## src/rtl/iexu_issue_arbiter.sv

```systemverilog
// Round-robin issue arbiter that feeds one shared integer execution unit.
// Pipeline: S1 operand register drives the IEXU; S2 result register sends results to writeback with a valid/ready handshake.
package iexu_pkg;
  typedef enum logic [2:0] {
    IEXU_ADD = 3'd0,
    IEXU_SUB = 3'd1,
    IEXU_AND = 3'd2,
    IEXU_OR  = 3'd3,
    IEXU_XOR = 3'd4,
    IEXU_SLL = 3'd5,
    IEXU_SRL = 3'd6,
    IEXU_SRA = 3'd7
  } iexu_conf_t;

  localparam iexu_conf_t ADD_CONF = IEXU_ADD;
endpackage

module iexu_issue_arbiter
  import iexu_pkg::*;
#(
  parameter int NREQ = 2,
  parameter int XLEN = 32,
  parameter int TAGW = 4,
  localparam int SRCW = (NREQ > 1) ? $clog2(NREQ) : 1
) (
  input  logic             clk,
  input  logic             rst,
  input  logic             flush,
  input  logic [NREQ-1:0]  req_valid,
  output logic [NREQ-1:0]  req_ready,
  input  iexu_conf_t       req_conf [NREQ],
  input  logic [XLEN-1:0]  req_a [NREQ],
  input  logic [XLEN-1:0]  req_b [NREQ],
  input  logic [TAGW-1:0]  req_tag [NREQ],
  output iexu_conf_t       exu_conf,
  output logic [XLEN-1:0]  exu_a,
  output logic [XLEN-1:0]  exu_b,
  input  logic [XLEN-1:0]  exu_result,
  output logic             res_valid,
  input  logic             res_ready,
  output logic [XLEN-1:0]  res_data,
  output logic [TAGW-1:0]  res_tag,
  output logic [SRCW-1:0]  res_src
);

  function automatic logic [SRCW-1:0] wrap_idx(input logic [SRCW-1:0] base, input int off);
    int s;
    s = int'(base) + off;
    if (s >= NREQ) s = s - NREQ;
    return SRCW'(s);
  endfunction

  logic [SRCW-1:0] rr_ptr;
  logic            vld_p1;
  iexu_conf_t      conf_p1;
  logic [XLEN-1:0] a_p1;
  logic [XLEN-1:0] b_p1;
  logic [TAGW-1:0] tag_p1;
  logic [SRCW-1:0] src_p1;
  logic            vld_p2;
  logic [XLEN-1:0] data_p2;
  logic [TAGW-1:0] tag_p2;
  logic [SRCW-1:0] src_p2;

  logic            s2_free;
  logic            s1_adv;
  logic            s1_can_accept;
  logic            gnt_vld;
  logic [SRCW-1:0] gnt_idx;
  logic            accept;

  assign s2_free       = !vld_p2 || res_ready;
  assign s1_adv        = vld_p1 && s2_free;
  assign s1_can_accept = (!vld_p1 || s2_free) && !flush && !rst;
  assign accept        = gnt_vld && s1_can_accept;

  // Arbitration: first valid requester at or after rr_ptr, wrapping
  always_comb begin
    gnt_vld = 1'b0;
    gnt_idx = '0;
    for (int k = 0; k < NREQ; k++) begin
      if (!gnt_vld && req_valid[wrap_idx(rr_ptr, k)]) begin
        gnt_vld = 1'b1;
        gnt_idx = wrap_idx(rr_ptr, k);
      end
    end
  end

  always_comb begin
    req_ready = '0;
    if (accept) req_ready[gnt_idx] = 1'b1;
  end

  // S1 operand register and S2 result register
  always_ff @(posedge clk) begin
    if (rst) begin
      rr_ptr  <= '0;
      vld_p1  <= 1'b0;
      vld_p2  <= 1'b0;
      conf_p1 <= ADD_CONF;
      a_p1    <= '0;
      b_p1    <= '0;
      tag_p1  <= '0;
      src_p1  <= '0;
      data_p2 <= '0;
      tag_p2  <= '0;
      src_p2  <= '0;
    end else if (flush) begin
      vld_p1 <= 1'b0;
      vld_p2 <= 1'b0;
    end else begin
      if (s1_adv) begin
        data_p2 <= exu_result;
        tag_p2  <= tag_p1;
        src_p2  <= src_p1;
        vld_p2  <= 1'b1;
      end else if (vld_p2 && res_ready) begin
        vld_p2 <= 1'b0;
      end

      if (accept) begin
        conf_p1 <= req_conf[gnt_idx];
        a_p1    <= req_a[gnt_idx];
        b_p1    <= req_b[gnt_idx];
        tag_p1  <= req_tag[gnt_idx];
        src_p1  <= gnt_idx;
        vld_p1  <= 1'b1;
        rr_ptr  <= wrap_idx(gnt_idx, 1);
      end else if (s1_adv) begin
        vld_p1 <= 1'b0;
      end
    end
  end

  // IEXU drive and writeback outputs
  assign exu_conf  = conf_p1;
  assign exu_a     = a_p1;
  assign exu_b     = b_p1;
  assign res_valid = vld_p2;
  assign res_data  = data_p2;
  assign res_tag   = tag_p2;
  assign res_src   = src_p2;

endmodule

```

## config.mk

```make
export PLATFORM = sky130hd
export DESIGN_NAME = iexu_issue_arbiter
export DESIGN_NICKNAME = d
export VERILOG_FILES = /design/src/rtl/iexu_issue_arbiter.sv
export SDC_FILE = /design/constraint.sdc
export NUM_CORES = 1
export LEC_CHECK = 0
export ABC_AREA = 1
export ABC_CLOCK_PERIOD_IN_PS = 1400
export CORE_UTILIZATION = 25
export CTS_CLUSTER_DIAMETER = 50
export DETAILED_ROUTE_END_ITERATION = 8
export GPL_TIMING_DRIVEN = 0
export PLACE_DENSITY = 0.68
export SKIP_CTS_REPAIR_TIMING = 1
export SLEW_MARGIN = 0
export SYNTH_ARGS = -nofsm -noshare
export SYNTH_HDL_FRONTEND = slang
export SYNTH_SLANG_ARGS = --single-unit
```

## constraint.sdc

```tcl
create_clock -name clk -period 1.4 [get_ports clk]
set_input_delay 0.21 -clock clk [delete_from_list [all_inputs] [get_ports clk]]
set_output_delay 0.21 -clock clk [all_outputs]
set_load 0.005 [all_outputs]
```

==> results of run 1 <==
-- synthesized netlist by cell type --
| library cell | instances | area [sq um] |
|---|---|---|
| sky130_fd_sc_hd__buf_4 | 1 | 7.51 |
| sky130_fd_sc_hd__nand2_1 | 327 | 1230 |
| sky130_fd_sc_hd__nand3_1 | 109 | 546 |
| sky130_fd_sc_hd__buf_1 | 8 | 30.0 |
| sky130_fd_sc_hd__nor2_8 | 1 | 20.0 |
| sky130_fd_sc_hd__o21bai_1 | 1 | 7.51 |
| sky130_fd_sc_hd__nand3_2 | 1 | 10.0 |
| sky130_fd_sc_hd__nand2_2 | 2 | 12.5 |
| sky130_fd_sc_hd__inv_1 | 7 | 26.3 |
| sky130_fd_sc_hd__dfxtp_1 | 112 | 2240 |
| sky130_fd_sc_hd__buf_6 | 7 | 78.8 |
| sky130_fd_sc_hd__nor2_1 | 4 | 15.0 |
| sky130_fd_sc_hd__inv_2 | 1 | 3.75 |
| sky130_fd_sc_hd__buf_2 | 19 | 95.1 |
| sky130_fd_sc_hd__clkbuf_1 | 24 | 90.1 |
| sky130_fd_sc_hd__a21oi_1 | 111 | 556 |
-- cell type report --
cell class              count  area (sq um)
clock inverters             7          93.8
repair buffers            298          3210
diodes                      1          2.50
well taps                 265           332
flip-flops and latches    112          2270
fillers                  1954         10400
multi-input cells         556          2460
plain buffers              59           390
inverters                   8          30.0
clock buffers               9           225
-- path summary, 6_finish.rpt --
kind / from / to / depth (start not counted)
worst max-delay path: vld_p1 / req_ready[0] / 6
worst min-delay path: res_ready / vld_p1 / 4
worst max register to register: rr_ptr / exu_a[17] / 8
worst min register to register: res_data[0] / res_data[0] / 2
-- metal layers --
metal | global-route usage | routed length (microns) | share of wire
met5 | 0 | 0 | 0
met4 | 0.0521 | 418 | 0.022
met3 | 0.0557 | 1480 | 0.078
met2 | 0.317 | 9170 | 0.48
met1 | 0.211 | 7860 | 0.42
-- power groups by stage --
stage               logic [mW]  clock network (mW)  registers (mW)
floorplan                0.534                   0            3.42
global placement          1.43                   0            3.42
detailed placement        1.43                   0            3.42
CTS                       1.44                2.78            3.35
global route              1.61                2.91            3.36
finish                    1.46                2.69            3.34
-- cells by family (layout without fill, tap and decap cells) --
kind of cell / after synthesis / in the layout / synth area share
AO/OA/AOI/OAI: 112 / 112 / 0.113
buffers and inverters: 67 / 381 / 0.0668
flip-flops: 112 / 112 / 0.451
other: 0 / 1 / 0
AND/OR/NAND/NOR: 444 / 444 / 0.369
-- per-stage QoR --
step                      setup TNS (ns)  power [mW]  utilization  setup WS (ns)
after global placement            -71.94        4.84        0.419          -1.27
after CTS                         -39.20        7.57        0.435          -1.30
after detailed placement          -75.65        4.85        0.419          -1.26
after global routing               -1.30        7.88        0.463         -0.147
after floorplan                        0        3.96            -          0.221
final                             -0.129        7.49        0.463        -0.0666
-- worst min-delay path: stages --
cell                             delay [ns]
sky130_fd_sc_hd__dlymetal6s2s_1        0.11
sky130_fd_sc_hd__inv_2                 0.06
sky130_fd_sc_hd__nand3_4               0.08
sky130_fd_sc_hd__a21oi_1               0.06
-- flip-flops by register name, indices dropped and copies added, names as in the netlist, 3 cells and up --
name / count
exu_a: 32
exu_b: 32
exu_conf: 3
res_data: 32
res_tag: 4
tag_p1: 4
==> load_flow_metrics.sql, run 1 <==
INSERT INTO impl_metrics (metric_group, metric, value, unit) VALUES
('sta', 'finalSetupViolCount', '2', ''),
('placement', 'placed_area', '8150', 'sq um'),
('floorplan', 'start_util', '0.255', ''),
('clocking', 'htree_num_levels', '3', ''),
('global_routing', 'grt_first_pass_wirelength', '28.4', 'mm'),
('power_and_ir_drop', 'net_sw_frac', '0.275', ''),
('power_and_ir_drop', 'ir_drop', '0.709', 'mV'),
('flow_run', 'cap_viol_max_count', '0', ''),
('floorplan', 'floorplan.rows', '51', ''),
('run_status', 'outcome', 'complete, but fails checks', ''),
('sta', 'timing.final.ws_setup', '-0.0666', 'ns'),
('sta', 'worstMarginPinSlew', '0.583', 'ns'),
('floorplan', 'io_pins', '287', ''),
('sta', 'final.min_clock_period', '1.47', 'ns'),
('critical_path', 'path_max_fanout', '4', ''),
('global_routing', 'track_usage', '0.181', ''),
('finish', 'final_nets', '1224', ''),
('critical_path', 'worst-setup-path-type', 'reg2out', ''),
('worst_hold_path', 'hold_path_class', 'in2reg', ''),
('clocking', 'cts_made_buffers', '9', ''),
('synthesis', 'post_synth_instance_area', '4970', 'sq um'),
('synthesis', 'synthesis.nets', '915', ''),
('power_and_ir_drop', 'p_comb_frac', '0.195', ''),
('drt', 'vias_per_instance', '4.41', ''),
('finish', 'finish.cell_count_without_fillers', '1315', ''),
('finish', 'layout_common_cells', '323 x sky130_fd_sc_hd__nand2_1, 174 x sky130_fd_sc_hd__clkdlybuf4s50_1, 111 x sky130_fd_sc_hd__a21oi_1', ''),
('sta', 'relSlewSlack', '0.611', ''),
('finish', 'most_common_cell_after_layout_fill_and_taps_aside', 'sky130_fd_sc_hd__nand2_1', ''),
('run_status', 'failed_checks', 'negative setup slack', ''),
('critical_path', 'worst_setup_path_end_kind', 'primary output', ''),
('global_routing', 'largest_net_degree_at_the_start_of_global_routing', '24', ''),
('drt', 'first_iter_violations', '216', ''),
('finish', 'post_route_cells_drive_above_1_share', '0.106', ''),
('clocking', 'clock_sinks', '112', ''),
('finish', 'layout.cell_area.non_filler', '9010', 'sq um'),
('critical_path', 'timing.critical_path.cells', 'nand3_4 > inv_2 > nor2_8 > nand2_4 > inv_2 > buf_2', ''),
('critical_path', 'critPathArrivalTime', '1.26', 'ns'),
('floorplan', 'die_height', '143', 'microns'),
('synthesis', 'synth_sequential_area_ratio', '0.451', ''),
('critical_path', 'timing.critical_path.required', '1.19', 'ns'),
('synthesis', 'synth_cell_types', '16', ''),
('clocking', 'clock_tree_from_tritoncts', 'yes', ''),
('synthesis', 'synth_warnings', '0', ''),
('sta', 'finalMaxSlewViolations', '0', ''),
('clocking', 'clock_path_buffers', '2', ''),
('placement', 'place_congestion', '0.806', ''),
('power_and_ir_drop', 'clock_power_share', '0.359', ''),
('finish', 'synthToLayoutAreaGrowth', '81.5', '%'),
('sta', 'fin_skew', '0.0164', 'ns'),
('critical_path', 'path_buf_inv', '3', ''),
('global_routing', 'globalRouteOverflowTotal', '0', ''),
('drt', 'dr_total_vias', '5803', ''),
('sta', 'clock.fmax', '0.682', 'GHz'),
('power_and_ir_drop', 'power.leakage', '5.31', 'nW'),
('sta', 'timing.hold.ws', '0.183', 'ns'),
('clocking', 'cts_root_buf', 'sky130_fd_sc_hd__clkbuf_16', ''),
('synthesis', 'synth-seq-cells', '112', ''),
('floorplan', 'chipWidth', '143', 'microns'),
('global_routing', 'number_of_global_route_vias_before_repair', '5439', ''),
('drt', 'drt-wirelength-per-cell', '14.4', 'microns'),
('placement', 'detailedPlacementHpwl', '14.0', 'mm'),
('sta', 'final-hold-violation-count', '0', ''),
('floorplan', 'design.die.area', '20400', 'sq um'),
('drt', 'drc', '0', ''),
('synthesis', 'synth.avg_cell_area', '6.76', 'sq um'),
('drt', 'ant_nets', '0', ''),
('critical_path', 'worst_path_most_repeated_cell', 'sky130_fd_sc_hd__inv_2', ''),
('critical_path', 'r2r_setup_slack', '0.05', 'ns'),
('power_and_ir_drop', 'power-per-cell-area', '831', 'nW/um^2'),
('synthesis', 'syn-instance-count', '735', ''),
('critical_path', 'max_stage_delay', '0.34', 'ns');
(Power assumes the default switching activity.)
==> run 2, diff against run 1 <==
--- a/config.mk
+++ b/config.mk
@@ -6,5 +6,4 @@
 export NUM_CORES = 1
 export LEC_CHECK = 0
-export ABC_AREA = 1
 export ABC_CLOCK_PERIOD_IN_PS = 1400
 export CORE_UTILIZATION = 25
@@ -12,5 +11,5 @@
 export DETAILED_ROUTE_END_ITERATION = 8
 export GPL_TIMING_DRIVEN = 0
-export PLACE_DENSITY = 0.68
+export PLACE_DENSITY = 0.66
 export SKIP_CTS_REPAIR_TIMING = 1
 export SLEW_MARGIN = 0
==> constraint.sdc (replaced) <==
create_clock -name clk -period 1.4 [get_ports clk]
set_input_delay 0.28 -clock clk [delete_from_list [all_inputs] [get_ports clk]]
set_output_delay 0.28 -clock clk [all_outputs]
set_load 0.005 [all_outputs]
==> run 2 against run 1 <==
Effect of this change:
- the run still ends with negative setup slack left
- clock-buffer cell count grew 2
- global-route usage grew 1.2 points
- sequential share of layout area shrank 1.9 points
- synthesized cell count shrank 15%
- die area grew 13%
- clock skew shrank 0.0026 ns
- utilization shrank 1.9 points
- cell area grew 7.9%
- via count grew 11%
- wire length grew 22%
- first-iteration DRC count grew 41%
- critical path type unchanged
==> load_flow_metrics.sql, run 2 <==
INSERT INTO impl_metrics (metric_group, metric, value, unit) VALUES
('critical_path', 'critPathArrivalTime', '1.46', 'ns'),
('clocking', 'clock_sinks', '112', ''),
('finish', 'layout_common_cells', '174 x sky130_fd_sc_hd__clkdlybuf4s50_1, 110 x sky130_fd_sc_hd__dlymetal6s2s_1, 109 x sky130_fd_sc_hd__nand3_1', ''),
('global_routing', 'number_of_global_route_vias_before_repair', '6216', ''),
('critical_path', 'timing.critical_path.cells', 'nand3b_1 > buf_4 > buf_6 > nand4_1 > inv_1 > buf_2', ''),
('clocking', 'cts_made_buffers', '9', ''),
('critical_path', 'worstSetupStartpoint', 'vld_p1', ''),
('drt', 'drt_pre_antenna_iters', '5', ''),
('run_status', 'failed_checks', 'negative setup slack', ''),
('power_and_ir_drop', 'netSwitchingPower', '2.19', 'mW'),
('clocking', 'clock_insertion_delay_worst_skew', '0.36', 'ns'),
('synthesis', 'yosysMostFrequentCell', 'sky130_fd_sc_hd__dfxtp_1', ''),
('synthesis', 'post_synth_instance_area', '5600', 'sq um'),
('sta', 'worstMarginPinSlew', '0.667', 'ns'),
('finish', 'final_nets', '1113', ''),
('sta', 'min_period_over_period', '1.24', ''),
('placement', 'detailedPlacementHpwl', '16.6', 'mm'),
('sta', 'timing.hold.ws', '0.331', 'ns'),
('global_routing', 'grtUsageMet2', '0.322', ''),
('floorplan', 'io_pins', '287', ''),
('drt', 'drc', '0', ''),
('power_and_ir_drop', 'internal_power', '6.05', 'mW'),
('sta', 'finalMaxSlewViolations', '0', ''),
('synthesis', 'synth_cell_types', '24', ''),
('global_routing', 'track_usage', '0.193', ''),
('finish', 'most_common_cell_after_layout_fill_and_taps_aside', 'sky130_fd_sc_hd__clkdlybuf4s50_1', ''),
('placement', 'place_congestion', '0.851', ''),
('finish', 'post_route_cells_drive_above_1_share', '0.214', ''),
('power_and_ir_drop', 'ir_drop', '0.458', 'mV'),
('sta', 'fin_tns_setup', '-3.81', 'ns'),
('power_and_ir_drop', 'clock_power_share', '0.346', ''),
('sta', 'fin_skew', '0.0138', 'ns'),
('floorplan', 'floorplan.rows', '54', ''),
('sta', 'relSlewSlack', '0.555', ''),
('critical_path', 'r2r_setup_slack', '-0.10', 'ns'),
('critical_path', 'worst_setup_path_end_kind', 'primary output', ''),
('clocking', 'clock_tree_from_tritoncts', 'yes', ''),
('drt', 'dr_total_vias', '6430', ''),
('drt', 'drt-wirelength-per-cell', '19.0', 'microns'),
('critical_path', 'reg2reg_depth', '7', ''),
('critical_path', 'worst_r2r_endpoint', 'exu_b[26]', ''),
('floorplan', 'design.die.area', '23000', 'sq um'),
('sta', 'clock.fmax', '0.576', 'GHz'),
('clocking', 'clock_path_buffers', '2', ''),
('synthesis', 'synth.avg_cell_area', '8.99', 'sq um'),
('critical_path', 'max_stage_delay', '0.35', 'ns'),
('synthesis', 'synth_area_leaders', 'sky130_fd_sc_hd__dfxtp_1 40%, sky130_fd_sc_hd__a311oi_2 19%, sky130_fd_sc_hd__nand3_1 9.7%', ''),
('synthesis', 'synth_top_area_share', '0.400', ''),
('sta', 'final.min_clock_period', '1.74', 'ns'),
('sta', 'finalSetupViolCount', '54', ''),
('synthesis', 'synth-seq-cells', '112', ''),
('run_status', 'outcome', 'complete, but fails checks', ''),
('clocking', 'htree_num_levels', '3', ''),
('critical_path', 'worstReg2RegStart', 'vld_p1', ''),
('drt', 'vias_per_instance', '5.27', ''),
('clocking', 'clk_transition_reported_paths', '0.07', 'ns'),
('critical_path', 'worst_path_max_delay_cell', 'sky130_fd_sc_hd__dfxtp_2', ''),
('drt', 'routed_wire_length', '23.2', 'mm'),
('critical_path', 'crit_family', 'buffers and inverters', ''),
('synthesis', 'synthArstFlopShare', '0', ''),
('power_and_ir_drop', 'design_power_total', '8.24', 'mW'),
('synthesis', 'ys_top_cells_by_count', '112 x sky130_fd_sc_hd__dfxtp_1, 109 x sky130_fd_sc_hd__nand3_1, 98 x sky130_fd_sc_hd__o21ai_0', ''),
('global_routing', 'grt_first_pass_wirelength', '34.0', 'mm'),
('power_and_ir_drop', 'power-per-cell-area', '847', 'nW/um^2'),
('critical_path', 'cp_num_cells', '6', ''),
('clocking', 'cts_root_buf', 'sky130_fd_sc_hd__clkbuf_16', ''),
('sta', 'rsz_0062_raised_after_global_routing', 'yes', ''),
('power_and_ir_drop', 'p_comb_frac', '0.235', ''),
('global_routing', 'globalRoute.busiestLayer', 'met2', ''),
('finish', 'finish.cell_count_without_fillers', '1221', ''),
('global_routing', 'global_route.usage.met1', '0.242', ''),
('synthesis', 'synthesis.nets', '803', ''),
('drt', 'ant_nets', '0', ''),
('placement', 'placement.io_buffers', '286', ''),
('global_routing', 'globalRouteOverflowTotal', '0', ''),
('placement', 'post-place-cells', '1189', ''),
('synthesis', 'synth_warnings', '0', ''),
('global_routing', 'number_of_antenna_violations_at_the_first_check_in_global_routing', '3', ''),
('critical_path', 'timing.critical_path.from_type', 'flop', ''),
('finish', 'fillers', '2132', ''),
('critical_path', 'path_max_fanout', '5', ''),
('synthesis', 'synth_sequential_area_ratio', '0.400', ''),
('floorplan', 'chipWidth', '152', 'microns'),
('finish', 'synthToLayoutAreaGrowth', '73.7', '%'),
('floorplan', 'die_height', '152', 'microns'),
('global_routing', 'groute.layer.met3.usage', '0.0431', ''),
('drt', 'first_iter_violations', '305', ''),
('synthesis', 'syn-instance-count', '623', ''),
('worst_hold_path', 'hold_path_class', 'in2reg', ''),
('floorplan', 'start_util', '0.256', ''),
('sta', 'final-hold-violation-count', '0', ''),
('flow_run', 'cap_viol_max_count', '0', ''),
('power_and_ir_drop', 'net_sw_frac', '0.266', ''),
('synthesis', 'synth_top_flop_cell', 'sky130_fd_sc_hd__dfxtp_1', ''),
('synthesis', 'synth_edf_count', '0', ''),
('sta', 'timing.final.ws_setup', '-0.335', 'ns'),
('floorplan', 'core_area', '21900', 'sq um'),
('critical_path', 'worst-setup-path-type', 'reg2out', ''),
('power_and_ir_drop', 'seqPwrFrac', '0.418', ''),
('critical_path', 'timing.critical_path.required', '1.12', 'ns'),
('critical_path', 'worst_setup_path_endpoint', 'req_ready[1]', ''),
('power_and_ir_drop', 'power.leakage', '4.92', 'nW'),
('global_routing', 'largest_net_degree_at_the_start_of_global_routing', '18', ''),
('synthesis', 'synth_area_leader_cell', 'sky130_fd_sc_hd__dfxtp_1', ''),
('critical_path', 'path_buf_inv', '4', '');
## run 2: changes by cell type after synthesis, moves of 14 or more
cell	previous run	this run
sky130_fd_sc_hd__a311oi_2	0	70
sky130_fd_sc_hd__nand2_1	327	0
sky130_fd_sc_hd__a21oi_1	111	40
sky130_fd_sc_hd__a31oi_1	0	71
sky130_fd_sc_hd__clkbuf_1	24	38
sky130_fd_sc_hd__buf_2	19	38
sky130_fd_sc_hd__o21ai_0	0	98
## run 2: worst min-delay path, cell delays in order
cell                             delay, ns
sky130_fd_sc_hd__dlymetal6s2s_1       0.17
sky130_fd_sc_hd__or2_2                0.15
sky130_fd_sc_hd__a21oi_1              0.04
## run 2: layer usage
metal  share of wire  up-vias
li1                -     3046
met4           0.026        0
met1            0.42     3085
met5               0        -
met3           0.072       37
met2            0.48      262
## run 2: worst min path at each step
stage	slack [ns]	startpoint	end	cells after the start
floorplan	0.43	exu_result[0]	res_data[0]	2
global placement	0.46	res_data[5]	res_data[5]	2
detailed placement	0.47	res_data[4]	res_data[4]	2
CTS	0.48	res_data[4]	res_data[4]	2
global route	0.35	flush	vld_p1	3
finish	0.33	flush	vld_p1	3
## run 2: final cells by class
type,count,area [sq um],area share
Buffer,89,602,0.0619
Clock buffer,11,243,0.0250
Inverter,4,18.8,0.00193
Sequential cell,112,2270,0.233
Antenna cell,3,7.51,0.000772
Tap cell,280,350,0.0360
Timing Repair Buffer,301,3260,0.335
Clock inverter,5,80.1,0.00823
Multi-Input combinational cell,416,2900,0.298
## run 2: cell families after synthesis
family,after synthesis,share of synthesized area
AOI/OAI and AO/OA,292,0.404
and+or+nand+nor,124,0.113
DFF,112,0.400
buffers and inverters,95,0.0829
## run 2: stage by stage
step	setup slack [ns]	instance area (sq um)	utilization
3_3_place_gp	-1.23	8810	0.403
2_1_floorplan	0.151	5600	-
5_1_grt	-0.387	9720	0.444
4_1_cts	-1.23	9140	0.417
6_report	-0.335	9730	0.444
3_5_place_dp	-1.23	8810	0.403
## run 2: power groups by stage
stage / Combinational [mW] / Clock, mW / Sequential, mW
3_5_place_dp: 1.91 / 0 / 3.52
2_1_floorplan: 0.822 / 0 / 3.52
6_report: 1.94 / 2.85 / 3.45
5_1_grt: 2.09 / 3.06 / 3.47
3_3_place_gp: 1.90 / 0 / 3.52
4_1_cts: 1.92 / 2.92 / 3.45
